### src/rtl/range_pkg.sv
// Shared types and the sign-aware compare helper for the stream range tracker.
package range_pkg;

    typedef enum logic [1:0] {
        IDLE  = 2'd0,
        RUN   = 2'd1,
        ERROR = 2'd2,
        DONE  = 2'd3
    } state_t;

    // With differing sign bits in signed mode, the operand with the clear sign bit is larger.
    function automatic logic cmp_gt(input logic signed_mode,
                                    input logic a_msb,
                                    input logic b_msb,
                                    input logic mag_gt);
        return (signed_mode && (a_msb != b_msb)) ? b_msb : mag_gt;
    endfunction

endpackage

### src/rtl/stream_range_tracker_if.sv
// Sample stream and result bus between a sample source and the range tracker.
interface stream_range_tracker_if #(
    parameter int unsigned WIDTH     = 8,
    parameter int unsigned CNT_WIDTH = 8
);
    logic [WIDTH-1:0]     data_in;
    logic                 data_valid;
    logic                 go;
    logic                 finish;
    logic [WIDTH-1:0]     range;
    logic [WIDTH-1:0]     max_out;
    logic [WIDTH-1:0]     min_out;
    logic [CNT_WIDTH-1:0] count;
    logic                 count_sat;
    logic                 done;
    logic                 error;

    modport master (
        output data_in, data_valid, go, finish,
        input  range, max_out, min_out, count, count_sat, done, error
    );

    modport slave (
        input  data_in, data_valid, go, finish,
        output range, max_out, min_out, count, count_sat, done, error
    );
endinterface

### src/rtl/range_compare.sv
// Combinational magnitude compare, signed or unsigned depending on SIGNED_MODE.
module range_compare
    import range_pkg::*;
#(
    parameter int unsigned WIDTH       = 8,
    parameter bit          SIGNED_MODE = 1'b0
) (
    input  logic [WIDTH-1:0] a,
    input  logic [WIDTH-1:0] b,
    output logic             a_gt_b,
    output logic             a_lt_b
);

    assign a_gt_b = cmp_gt(SIGNED_MODE, a[WIDTH-1], b[WIDTH-1], a > b);
    assign a_lt_b = cmp_gt(SIGNED_MODE, b[WIDTH-1], a[WIDTH-1], b > a);

endmodule

### src/rtl/stream_range_tracker.sv
// Tracks max, min and sample count over a go..finish sequence and publishes range on completion.
module stream_range_tracker
    import range_pkg::*;
#(
    parameter int unsigned WIDTH       = 8,
    parameter int unsigned CNT_WIDTH   = 8,
    parameter int unsigned SIGNED_MODE = 0
) (
    input  logic                  clock,
    input  logic                  reset_n,
    stream_range_tracker_if.slave bus
);

    localparam logic [CNT_WIDTH-1:0] CNT_FULL = '1;

    state_t state, state_n;

    logic [WIDTH-1:0]     run_max, run_min, fin_max, fin_min;
    logic [CNT_WIDTH-1:0] run_cnt, fin_cnt;
    logic                 run_sat, fin_sat;
    logic                 max_gt, min_lt;
    logic                 max_lt_unused, min_gt_unused;
    logic                 start_c, accum_c, close_c;

    range_compare #(.WIDTH(WIDTH), .SIGNED_MODE(SIGNED_MODE != 0)) u_cmp_max (
        .a      (bus.data_in),
        .b      (run_max),
        .a_gt_b (max_gt),
        .a_lt_b (max_lt_unused)
    );

    range_compare #(.WIDTH(WIDTH), .SIGNED_MODE(SIGNED_MODE != 0)) u_cmp_min (
        .a      (bus.data_in),
        .b      (run_min),
        .a_gt_b (min_gt_unused),
        .a_lt_b (min_lt)
    );

    // State register
    always_ff @(posedge clock or negedge reset_n) begin
        if (!reset_n) state <= IDLE;
        else          state <= state_n;
    end

    // Next-state logic
    always_comb begin
        state_n = state;
        unique case (state)
            IDLE:  if (bus.finish)                  state_n = ERROR;
                   else if (bus.go)                 state_n = RUN;
            RUN:   if (bus.go)                      state_n = ERROR;
                   else if (bus.finish)             state_n = DONE;
            ERROR: if (bus.go && !bus.finish)       state_n = RUN;
            DONE:                                   state_n = IDLE;
            default:                                state_n = IDLE;
        endcase
    end

    assign start_c = (state != RUN) && (state_n == RUN);
    assign accum_c = (state == RUN) && !bus.go;
    assign close_c = accum_c && bus.finish;

    // Running values including this cycle's sample, when valid
    always_comb begin
        fin_max = run_max;
        fin_min = run_min;
        fin_cnt = run_cnt;
        fin_sat = run_sat;
        if (bus.data_valid) begin
            if (max_gt) fin_max = bus.data_in;
            if (min_lt) fin_min = bus.data_in;
            if (run_cnt == CNT_FULL) fin_sat = 1'b1;
            else                     fin_cnt = run_cnt + CNT_WIDTH'(1);
        end
    end

    // Running registers and published results
    always_ff @(posedge clock or negedge reset_n) begin
        if (!reset_n) begin
            run_max       <= '0;
            run_min       <= '0;
            run_cnt       <= '0;
            run_sat       <= 1'b0;
            bus.range     <= '0;
            bus.max_out   <= '0;
            bus.min_out   <= '0;
            bus.count     <= '0;
            bus.count_sat <= 1'b0;
            bus.done      <= 1'b0;
            bus.error     <= 1'b0;
        end else begin
            if (start_c) begin
                run_max <= bus.data_in;
                run_min <= bus.data_in;
                run_cnt <= CNT_WIDTH'(1);
                run_sat <= 1'b0;
            end else if (accum_c) begin
                run_max <= fin_max;
                run_min <= fin_min;
                run_cnt <= fin_cnt;
                run_sat <= fin_sat;
            end
            if (close_c) begin
                bus.range     <= WIDTH'(fin_max - fin_min);
                bus.max_out   <= fin_max;
                bus.min_out   <= fin_min;
                bus.count     <= fin_cnt;
                bus.count_sat <= fin_sat;
            end
            bus.done  <= (state_n == DONE);
            bus.error <= (state_n == ERROR);
        end
    end

endmodule

### src/flat_wrapper.sv
// flat-port wrapper written by rule: the top's interface ports become plain ports
module stream_range_tracker_flat import range_pkg::*;
#(
    parameter int unsigned WIDTH       = 8,
    parameter int unsigned CNT_WIDTH   = 8,
    parameter int unsigned SIGNED_MODE = 0
)
  (clock, reset_n, bus_data_in, bus_data_valid, bus_go, bus_finish, bus_range, bus_max_out, bus_min_out, bus_count, bus_count_sat, bus_done, bus_error);
  stream_range_tracker_if #(.WIDTH(WIDTH), .CNT_WIDTH(CNT_WIDTH)) bus_i ();
  input  logic clock;
  input  logic reset_n;
  input wire logic [$bits(bus_i.data_in)-1:0] bus_data_in;
  input wire logic [$bits(bus_i.data_valid)-1:0] bus_data_valid;
  input wire logic [$bits(bus_i.go)-1:0] bus_go;
  input wire logic [$bits(bus_i.finish)-1:0] bus_finish;
  output wire logic [$bits(bus_i.range)-1:0] bus_range;
  output wire logic [$bits(bus_i.max_out)-1:0] bus_max_out;
  output wire logic [$bits(bus_i.min_out)-1:0] bus_min_out;
  output wire logic [$bits(bus_i.count)-1:0] bus_count;
  output wire logic [$bits(bus_i.count_sat)-1:0] bus_count_sat;
  output wire logic [$bits(bus_i.done)-1:0] bus_done;
  output wire logic [$bits(bus_i.error)-1:0] bus_error;
  assign bus_i.data_in = bus_data_in;
  assign bus_i.data_valid = bus_data_valid;
  assign bus_i.go = bus_go;
  assign bus_i.finish = bus_finish;
  assign bus_range = bus_i.range;
  assign bus_max_out = bus_i.max_out;
  assign bus_min_out = bus_i.min_out;
  assign bus_count = bus_i.count;
  assign bus_count_sat = bus_i.count_sat;
  assign bus_done = bus_i.done;
  assign bus_error = bus_i.error;
  stream_range_tracker #(.WIDTH(WIDTH), .CNT_WIDTH(CNT_WIDTH), .SIGNED_MODE(SIGNED_MODE)) u_core (.clock(clock), .reset_n(reset_n), .bus(bus_i));
endmodule
### config.mk
export PLATFORM = sky130hd
export DESIGN_NAME = stream_range_tracker_flat
export DESIGN_NICKNAME = d
export VERILOG_FILES = /design/src/rtl/range_pkg.sv /design/src/rtl/stream_range_tracker_if.sv /design/src/rtl/range_compare.sv /design/src/rtl/stream_range_tracker.sv /design/src/flat_wrapper.sv
export SDC_FILE = /design/constraint.sdc
export NUM_CORES = 1
export LEC_CHECK = 0
export ABC_AREA = 1
export CORE_MARGIN = 4
export CORE_UTILIZATION = 56
export DETAILED_ROUTE_END_ITERATION = 7
export GPL_TIMING_DRIVEN = 0
export PLACE_DENSITY_LB_ADDON = 0.1
export SLEW_MARGIN = 10
export SYNTH_ARGS = -nofsm -noshare
export SYNTH_HDL_FRONTEND = slang
export SYNTH_SLANG_ARGS = --single-unit
### constraint.sdc
create_clock -name clock -period 3.5 [get_ports clock]
set_clock_uncertainty 0.05 [all_clocks]
set_input_delay 0.525 -clock clock [delete_from_list [all_inputs] [get_ports clock]]
set_output_delay 0.525 -clock clock [all_outputs]
set_load 0.02 [all_outputs]
## Word level (Yosys, flattened, before mapping)

Cells that the tools add are included.
Widths: inputs -> output; s select.

- Word-level logic and storage cells: 54
- Input bits: 13
- Flip-flop bits (word level): 62

- Reductions and logical operators: 8
- Add/subtract/negate cells: 2
- Eq/ne operators: 8
- Mux-type cells: 22
- Magnitude comparators: 2

Operator list:

| operator | number |
|---|---|
| $mux 8 | 12 |
| $gt 8x8->1 | 2 |
| $mux 2 | 5 |
| $add 8x1->8 const B | 1 |
| $eq 2x2->1 const B | 4 |
| $eq 8x8->1 const B | 1 |
| $pmux 2 s4 | 1 |
| $sub 8x8->8 | 1 |
| $eq 2x1->1 const B | 2 |
| $logic_and 1x1->1 | 4 |
| $mux 1 | 4 |
| $logic_not 1->1 | 2 |
| $logic_not 2->1 | 1 |
| $ne 2x1->1 const B | 1 |
| $reduce_bool 2->1 | 1 |

## Logic depth before layout (Yosys ltp)

- Depth after elaboration: 7
- Gate-level depth with buffers: 24

## Cells and area by module

From an unflattened synthesis, not the netlist that was laid out.

- Cell total of the unflattened synthesis: 463
- Area, all modules: 3649.8 um^2

By module, submodules not included:

| module | times used | sequential area each (um^2) | area an instance (um^2) | cells an instance |
|---|---|---|---|---|
| stream_range_tracker | 1 | 1551.5 | 3196.8 | 387 |
| range_compare | 2 | 0.0 | 226.5 | 38 |

## Least setup slack after synthesis

Ideal clock, no wire load.

- Path type: input to register
- Start: input port bus_data_in[3]
- End: register u_core.bus.range[6]
- Library setup time: 117 ps
- Buffers on the path: 1
- Cell stages on the path: 19
- Setup slack: 477 ps
- Arrival time: 2856 ps
- Data required time: 3333 ps
- Cell sequence: inv_1 > ha_1 > nand2_1 > nor2_1 > a21oi_4 > nand2_4 > buf_6 > o21ai_0 > inv_1 > ha_1 > fa_1 > inv_1 > nand3_2 > nand2_2 > nand3_1 > nand2_1 > nand2_1 > nand3_1 > nand2_1

- Word-level cells in the longest chain between the ends: 4

RTL lines:

| element | RTL line | source |
|---|---|---|
| start: declaration | flat_wrapper.sv:12 | `input wire logic [$bits(bus_i.data_in)-1:0] bus_data_in;` |
| $gt 8x8->1 | range_compare.sv:15 | `assign a_lt_b = cmp_gt(SIGNED_MODE, b[WIDTH-1], a[WIDTH-1], b > a);` |
| $mux 8 | stream_range_tracker.sv:71 | `if (min_lt) fin_min = bus.data_in;` |
| $mux 8 | stream_range_tracker.sv:69 | `if (bus.data_valid) begin` |
| via u_core.fin_min[0] | stream_range_tracker.sv:18 | `logic [WIDTH-1:0] run_max, run_min, fin_max, fin_min;` |
| $sub 8x8->8 | stream_range_tracker.sv:104 | `bus.range <= WIDTH'(fin_max - fin_min);` |
| end signal: assignment | stream_range_tracker.sv:104 |  |
| end: declaration | stream_range_tracker_if.sv:25 | `output range, max_out, min_out, count, count_sat, done, error` |

The timed path passes the listed nets, and every way through them passes these cells.
A chain may end at the register's enable or synchronous reset.

## Worst setup path after layout

- Start: input port bus_data_in[7]
- End: register u_core.bus.range[6]

The elaborated chain is that of the path after synthesis.

==> summary.md <==
| Metric | Value |
|---|---|
| Hold crit path type | in2async |
| Final Max Slew Viols | 0 |
| Share of the synthesized area in the top cell type | between 40% and 50% |
| Post-synth top area cell | dfrtp_1 |
| Post-Synthesis Net Count | between 400 and 500 |
| Register area | about 1600 um2 |
| Vias per cell | ~5.5 |
| Setup CP Type | in2reg |
| Max IR drop VDD | between 500 and 600 uV |
| Worst setup margin | roughly 0.23 ns |
| Drt wl/cell | 15.47 um |
| TritonCTS clock tree | built |
| Ranking of synthesized cells by area | dfrtp_1, nand2_1, ha_1 |
| Mean Syn Cell Area | 8.229 um2 |
| DRC marker count from the first detailed-route iteration | between 150 and 200 |
| Worst-margin pin slew | between 0.7 and 0.8 ns |
| Residual DRC | 0 |
| Unrepaired setup endpoints after global routing | false |
| Total gr overflow | 0 |
| Synth warnings | 0 |
| PwrDens | around 740 nW/um2 |
| #FFs+latches synth | 62 |
| Drt total wl | about 9200 um |
| Placed cells | ~570 |
| Max Cap Viol | 0 |
| Worst hold margin | ~0.19 ns |
| Die Area | between 7000 and 8000 um2 |
| CP endpoint kind | flop |
| Largest net degree at the start of global routing | 63 |
| Worst slew margin | a little under half |
| Multi-input logic area | around 1800 um2 |
| Gpl congestion | between 0.8 and 0.9 |
| Setup-failing EPs final | 0 |
| CTS Root Cell | clkbuf_8 |
| Nets | between 500 and 600 |
| F_max | between 0.3 and 0.4 GHz |
| Routed Antenna Nets | 0 |
| Synth Flop Type | dfrtp_1 |
| Via count | approximately 3300 |
| Clk pin slew, worst setup/hold paths | about 0.070 ns |
| Worst slack, placed | -0.7384 ns |
| Die H | around 90 um |
| Share of cells above drive strength 1 | between 10% and 20% |
| Initial Util | roughly 58% |
| Post-Synthesis Cells | ~450 |
| Hpwl dp | between 6000 and 7000 um |
| Status | finished clean |
| Clk Latency, worst-skew pair | between 0.3 and 0.4 ns |
| # IOs | 48 |
| CTS buffer count | 9 |
| GRT Overall Usage | between 20 and 25% |
| EDFF count, synth | 0 |
| Ant. Diodes | 0 |
| Final Non-Filler Cells | between 500 and 600 |
| Final Hold Viols | 0 |
| Synth top cells by count | nand2_1, dfrtp_1, inv_1 |
| Minimum clock period | approximately 3.3 ns |
| Hold Buf Count CTS | 0 |
| Setup TNS Final | 0 ns |
| Crit path arrival time | between 3 and 4 ns |
| FF-to-FF path depth | 19 |
| Layout area overhead | 23.23% |
| Initial antenna violation count | 0 |
| Tcrit/Tclk final | between 90% and 100% |
| Unique masters post-synth | 36 |
| Async SR Flop Fraction | 100.0% |
| Core area | ~6300 um2 |
| Row Count | 29 |
| Fill count | 540 |
| Critical path startpoint category | primary input |
| Critical path required time | 3.68 ns |
| CTS H-tree depth | 3 |
| Clock sink count | 62 |
| Sequential element share of the synthesized area | roughly 42% |
| Drt first pass iters | 5 |
| LEAKAGE | 2.303 nW |
| Crit path max fanout | 10 |
| Vias in the first global route | 3099 |
| Die span in x | 89.05 um |
| Most frequent cell after synthesis | nand2_1 |
| Port Buffers | 47 |
| Clock Path Buffers | 2 |
| Mapped Area | 3679 um2 |
| First-pass GRT wire length | about 15000 um |
| Reg2reg setup slack | 0.28 ns |
[flip-flops by register name (all words and copies together) (netlist names)]
name	flops
u_core.bus.range	8
u_core.run_cnt	8
u_core.run_max	8
u_core.run_sat	1
u_core.bus.min_out	8
u_core.state	2
u_core.bus.done	1
u_core.run_min	8
u_core.bus.max_out	8
u_core.bus.error	1
u_core.bus.count	8
u_core.bus.count_sat	1
[per-layer routing]
metal  vias up  global-route usage [%]  share of wire, %
li1       1612                       -                 -
met1      1559                   33.76                46
met2        96                   39.68                47
met3        18                   3.871               4.8
met4         0                   9.608               2.1
met5         -                       0                 0
[layout by cell type, fill, tap and decap left out, types with 6 or more instances in the layout]
master	n
clkbuf_8	10
nand2_4	11
o221ai_1	16
clkbuf_1	9
o22ai_1	6
dlymetal6s2s_1	7
nand2_1	111
clkdlybuf4s50_1	38
nand3_1	39
o21ai_0	32
dfrtp_1	62
nand2_2	19
inv_1	56
ha_1	20
a21oi_1	6
buf_4	6
nor2_1	14
[worst max-delay path, cell delays in order]
cell           delay [ns]
dlygate4sd2_1        0.33
inv_1                0.07
ha_1                 0.32
a21o_1               0.17
nor2_2               0.14
nand2_4              0.11
nand2_4              0.12
buf_6                0.17
nand2_1              0.08
o21ai_2              0.10
inv_1                0.07
ha_1                 0.22
fa_2                 0.40
inv_1                0.09
nand3_2              0.10
nand2_2              0.09
nand3_1              0.09
nand2_1              0.07
nand2_1              0.05
nand3_1              0.06
nand2_1              0.05
[worst paths after layout]
| path | from | to |
|---|---|---|
| worst max-delay path | bus_data_in[7] | u_core.bus.range[6] |
| worst min-delay path | reset_n | u_core.run_max[2] |
| worst max register to register | u_core.run_max[3] | u_core.bus.range[6] |
| worst min register to register | u_core.bus.max_out[2] | u_core.bus.max_out[2] |
| max in group asynchronous | reset_n | u_core.bus.min_out[5] |
| min in group clock | u_core.bus.max_out[2] | u_core.bus.max_out[2] |
[where the power goes]
| part | total, mW | internal [mW] | switching, mW |
|---|---|---|---|
| combinational | 1.59 | 0.647 | 0.938 |
| sequential | 1.05 | 0.920 | 0.128 |
| clock | 0.715 | 0.422 | 0.293 |
[final cells by class]
cell class | instances | share of cell area [%]
multi-input cells | 312 | 40.77
well taps | 77 | 2.125
clock inverters | 5 | 1.794
clock buffers | 11 | 3.119
repair buffers | 52 | 11.51
flip-flops and latches | 62 | 34.23
inverters | 60 | 4.968
plain buffers | 13 | 1.490
[metrics by stage]
stage	util (%)	total power [mW]	instance area, um2
6_report	71.39	3.349	4533
3_3_place_gp	66.86	2.571	4245
2_1_floorplan	-	2.045	3679
4_1_cts	70.58	3.349	4482
5_1_grt	71.39	3.574	4533
3_5_place_dp	66.82	2.614	4243
[cell families after synthesis]
family	after synthesis	synth area share [%]
AO/OA/AOI/OAI	77	13.64
XOR/XNOR	6	1.429
adder cells (fa/ha/maj)	21	7.347
buffers and inverters	73	7.959
flip-flops	62	42.18
AND/OR/NAND/NOR	208	27.45
[what timing repair did]
action	4_1_cts	5_1_grt
pin swaps	2	1
buffers inserted	1	4
gates resized for setup	7	8
endpoints found under the setup margin	6	4
(Power assumes the default switching activity.)
==> edit 1: new RTL, same flow settings <==
`WIDTH` is set to 8 in 4 places; all go to 16.
--- a/src/rtl/stream_range_tracker_if.sv
+++ b/src/rtl/stream_range_tracker_if.sv
@@ -1,5 +1,5 @@
 // Sample stream and result bus between a sample source and the range tracker.
 interface stream_range_tracker_if #(
-    parameter int unsigned WIDTH     = 8,
+    parameter int unsigned WIDTH     = 16,
     parameter int unsigned CNT_WIDTH = 8
 );
--- a/src/rtl/range_compare.sv
+++ b/src/rtl/range_compare.sv
@@ -3,5 +3,5 @@
     import range_pkg::*;
 #(
-    parameter int unsigned WIDTH       = 8,
+    parameter int unsigned WIDTH       = 16,
     parameter bit          SIGNED_MODE = 1'b0
 ) (
--- a/src/rtl/stream_range_tracker.sv
+++ b/src/rtl/stream_range_tracker.sv
@@ -3,5 +3,5 @@
     import range_pkg::*;
 #(
-    parameter int unsigned WIDTH       = 8,
+    parameter int unsigned WIDTH       = 16,
     parameter int unsigned CNT_WIDTH   = 8,
     parameter int unsigned SIGNED_MODE = 0
--- a/src/flat_wrapper.sv
+++ b/src/flat_wrapper.sv
@@ -2,5 +2,5 @@
 module stream_range_tracker_flat import range_pkg::*;
 #(
-    parameter int unsigned WIDTH       = 8,
+    parameter int unsigned WIDTH       = 16,
     parameter int unsigned CNT_WIDTH   = 8,
     parameter int unsigned SIGNED_MODE = 0
Ports: changed (resized bus_data_in, bus_max_out, bus_min_out and bus_range); port bits go from 48 to 80. No check against the original RTL was run, so the function may have changed too.
==> edit 1 against the unedited design <==
  * The flow now finishes with violations (negative hold slack, negative setup slack)
  * Hold slack got worse by 190 ps
  * Via count increased by 85%
  * Die area increased by 60%
  * Worst setup slack got worse by 370 ps
  * Power increased by 81%
  * Non-clock buffer count increased by 78
  * Fmax decreased by 10%
  * Area after synthesis increased by 67%
  * Design area increased by 74%
  * Routed wire length increased by 110%
  * Sequential cell count increased by 40
  * Count of clock-buffer cells in the layout decreased by 1
  * Largest cell class unchanged
==> edit 1: results (changes against the unedited design) <==
metric;value;unit;change
HPWL after DPL;13500;um;+100%
initial antenna violation count;0;;unchanged
Seq/Total Area, Yosys;41.6;%;-0.54 points
final hold vios;2;;+2
Vias;6068;;+85%
cts repair resizes;84;;+77
Synthesized Nets;864;;+80%
first-pass GRT wire length;30000;um;+100%
Post-CTS Setup Inserts;19;;+18
Sequential Power Share;29.3;%;-2.0 points
CP peak stage delay;430;ps;+30 ps
Reg clk slew, reported paths;110;ps;+40 ps
ant diodes;0;;unchanged
Final #Nets;987;;+81%
Hold/Removal Path Class;input port to asynchronous set/reset pin;;
Unique masters post-synth;38;;+5.6%
CP arrival;3870;ps;+410 ps
# H-tree levels;3;;unchanged
largest net degree at the start of global routing;58;;-7.9%
clock tree buffer depth;2;;unchanged
critical path capture point type;flop;;
Final WS setup;-145;ps;-372 ps
failing checks;negative hold slack, negative setup slack;;
reg2reg end;u_core.bus.range[10]$_DFFE_PN0P_;;
sw frac;44.3;%;+3.7 points
share of layout cells above drive strength 1;16.8;%;+2.2 points
setup TNS;-623;ps;-623 ps
CTS Buf Count;9;;unchanged
Worst Tran Pin Value;1320;ps;+530 ps
r2r setup slk;-150;ps;-430 ps
Synth warnings;0;;unchanged
DR pass1 iterations;5;;unchanged
Post-DP Area;0.00717;mm^2;+69%
number of port buffers;79;;+68%
global route overflow;0;;unchanged
DR WL/cell;18.0;um;+16%
vias in the first global route;5909;;+91%
worst IR drop on VDD;0.486;mV;-8.1%
top post-synthesis cells by area;dfrtp_1 (42%), nand2_1 (16%), ha_1 (8.4%);;
clk root buf;clkbuf_8;;
worst hold slack;-2.67;ps;-193 ps
global placement routability congestion;0.937;;+8.7%
Clock Latency Late Sink;400;ps;+60 ps
Place WS;-1370;ps;-629 ps
Lkg Pwr;3.92;nW;+70%
DR iter-0 viols;461;;+200%
Final setup viols;8;;+8
Critical path origin;u_core.run_min[14]$_DFFE_PN0P_;;
clock group power;0.811;mW;+13%
GRT Total Usage;29.9;%;+5.2 points
cells on worst reg2reg path;26;;+7
status;finished with violations;;
synth cell count leaders;nand2_1 (262), dfrtp_1 (102), inv_1 (97), o21ai_0 (72), ha_1 (41);;
Critical-path top delay cell;dfrtp_1;;
Critical Path Fanout Max;7;;-3
## edit 1: cell types whose count changed after synthesis, sizes merged, moves of 10 or more
cell | unedited run | this run
clkbuf | 8 | 19
dfrtp | 62 | 102
ha | 20 | 41
a21oi | 8 | 18
nor2 | 18 | 36
o21ai | 38 | 83
inv | 59 | 101
o221ai | 16 | 32
nand2 | 141 | 273
## edit 1: cell type report
cell class / count / area, um^2
Clock inverter: 6 / 76.3
Multi-Input combinational cell: 566 / 3360
Tap cell: 136 / 170
Fill cell: 823 / 2640
Clock buffer: 10 / 128
Inverter: 102 / 383
Sequential cell: 102 / 2550
Buffer: 29 / 176
Timing Repair Buffer: 114 / 1020
## edit 1: cell families (layout without fill, tap and decap cells)
group                      Yosys count  count (layout)  share of synthesized area (%)
buffers and inverters              133             261                           8.68
AOI/OAI and AO/OA                  151             151                           15.1
adders and majority gates           42              42                           8.70
and+or+nand+nor                    360             360                           24.1
xor gates and xnor gates            13              13                           1.86
DFF                                102             102                           41.6
## edit 1: critical path: cells and delay by family (launching register included)
kind | cells | cell delay (ps)
buffers and inverters | 4 | 340
and+or+nand+nor | 14 | 1210
AOI/OAI and AO/OA | 4 | 490
adders and majority gates | 3 | 840
DFF | 1 | 430
xor gates and xnor gates | 1 | 160
## edit 1: per-stage QoR
step	std cells	total power, mW
3_3_place_gp	1016	4.67
5_1_grt	1065	6.45
2_1_floorplan	801	3.63
3_5_place_dp	1017	4.75
6_report	1065	6.05
4_1_cts	1050	5.79
## edit 1: metal layers
metal / global-route usage, % / wire (um) / vias to the layer above
li1: - / - / 2870
met1: 40.1 / 8100 / 2875
met2: 49.4 / 9100 / 269
met3: 3.88 / 1320 / 54
met4: 11.8 / 605 / 0
met5: 0 / 0 / -
==> edit 2: new RTL, same flow settings <==
Made on the original files. Encoding of `state_t`: now one-hot (4 bits for 4 states).
--- a/src/rtl/range_pkg.sv
+++ b/src/rtl/range_pkg.sv
@@ -2,9 +2,9 @@
 package range_pkg;
 
-    typedef enum logic [1:0] {
-        IDLE  = 2'd0,
-        RUN   = 2'd1,
-        ERROR = 2'd2,
-        DONE  = 2'd3
+    typedef enum logic [3:0] {
+        IDLE  = 4'b0001,
+        RUN   = 4'b0010,
+        ERROR = 4'b0100,
+        DONE  = 4'b1000
     } state_t;
 
Check against the original RTL: no difference found for any inputs over 4 cycles, from zero or initial values and one cycle with reset_n low; so few cycles prove little.
==> edit 2 against the unedited design <==
  * Design area rose by 0.25%
  * Critical path depth did not move
  * Global-route usage barely moved
  * Synthesized cell count rose by 2.9%
  * Power rose by 25%
  * Worst setup slack got worse by 6.8 ps
  * Sequential cell count rose by 2
  * Routed wire length rose by 0.93%
  * Largest cell class unchanged
  * Fmax fell by 0.21%
  * Area after synthesis rose by 1.4%
  * Largest power group unchanged
  * Critical endpoint unchanged
==> edit 2: results (changes against the unedited design) <==
metric;value;unit;change
status;finished clean;;
Seq area share;35.3;%;+1.0 points
top post-synthesis cells by area;dfrtp_1 (42%), nand2_1 (13%), ha_1 (7.0%);;
fin cells;606;;+2.4%
worst hold slack;207;ps;+16.3 ps
number of port buffers;47;;unchanged
DR iter-0 viols;191;;+24%
Via-to-Cell Ratio;5.49;;-1.1%
global placement routability congestion;0.938;;+8.8%
relative slew slack;46.8;%;-0.75 points
Final #Nets;559;;+2.8%
Clock Latency Late Sink;350;ps;
Syn Area/Cell;8.11;um^2;-1.5%
clock network area share;4.02;%;-0.89 points
clkbuf count;10;;-1
DR WL/cell;15.2;um;-1.4%
Place WS;-602;ps;+136 ps
CP arrival;3470;ps;about the same
Inverters excl. clock;72;;+20%
nonclk buf count;66;;+1.5%
vias in the first global route;3202;;+3.3%
Hold/Removal Path Class;input port to asynchronous set/reset pin;;
clk root buf;clkbuf_8;;
placed insts;584;;+2.3%
first-pass GRT wire length;15200;um;+1.5%
initial antenna violation count;0;;unchanged
share of layout cells above drive strength 1;11.9;%;-2.7 points
r2r setup slk;440;ps;+160 ps
cells on worst reg2reg path;22;;+3
Synthesized Nets;495;;+2.9%
Seq/Total Area, Yosys;43.0;%;+0.81 points
HPWL after DPL;6810;um;+0.72%
GRT Total Usage;24.7;%;about the same
Critical-path top delay cell;fa_1;;
DR pass1 iterations;5;;unchanged
Clock Sinks;64;;+3.2%
Fmax;0.305;GHz;-0.21%
Lkg Pwr;2.33;nW;+1.0%
Filler cells;529;;-2.0%
synth cell count leaders;nand2_1 (133), inv_1 (67), dfrtp_1 (63), o21ai_0 (33), nand3_1 (29);;
non-clk buf share;13.6;%;+0.60 points
Synth warnings;0;;unchanged
worst IR drop on VDD;0.461;mV;-13%
critical path class;input port to flop;;
#MultiIn Comb;311;;-0.32%
fraction of area in multi-input gates;39.0;%;-1.7 points
largest net degree at the start of global routing;65;;+3.2%
edit 2: cell types whose count changed after synthesis, sizes merged, moves of 3 or more:
| cell | unedited run | this run |
|---|---|---|
| nor2 | 18 | 22 |
| nand3 | 41 | 29 |
| inv | 59 | 72 |
| nor3 | 6 | 3 |
edit 2: kinds of logic after synthesis:
| kind of cell | Yosys count | synth area share (%) |
|---|---|---|
| simple gates | 200 | 23.6 |
| buf+inv | 85 | 9.93 |
| compound gates | 83 | 14.5 |
| flops | 64 | 43.0 |
| fa+ha+maj | 22 | 7.58 |
| xor+xnor | 6 | 1.41 |
edit 2: per-layer routing:
| layer | wire length (um) | GRT usage, % |
|---|---|---|
| met5 | 0 | 0 |
| met4 | 148 | 7.31 |
| met2 | 4590 | 41.6 |
| met1 | 4070 | 32.2 |
| met3 | 433 | 4.93 |
edit 2: repair_timing:
action                                 4_1_cts  5_1_grt
pin swaps                                    1        2
resized for setup                            9        6
endpoints found under the hold margin        0        0
setup buffers                                0        6
setup endpoints to repair                    4        5
edit 2: stage by stage:
stage / power [mW] / instance area, um^2 / TNS, ps
6_report: 4.18 / 4540 / 0
2_1_floorplan: 2.78 / 3730 / 0
3_5_place_dp: 3.56 / 4290 / -2860
3_3_place_gp: 3.49 / 4300 / -19140
5_1_grt: 4.57 / 4540 / 0
4_1_cts: 4.17 / 4480 / 0
edit 2: report_power, final:
| part | switching [mW] | leakage, nW | internal, mW | total, mW |
|---|---|---|---|---|
| Clock | 0.309 | 0.0845 | 0.277 | 0.585 |
| Sequential | 0.161 | 0.822 | 1.03 | 1.20 |
| Combinational | 1.45 | 1.42 | 0.946 | 2.39 |
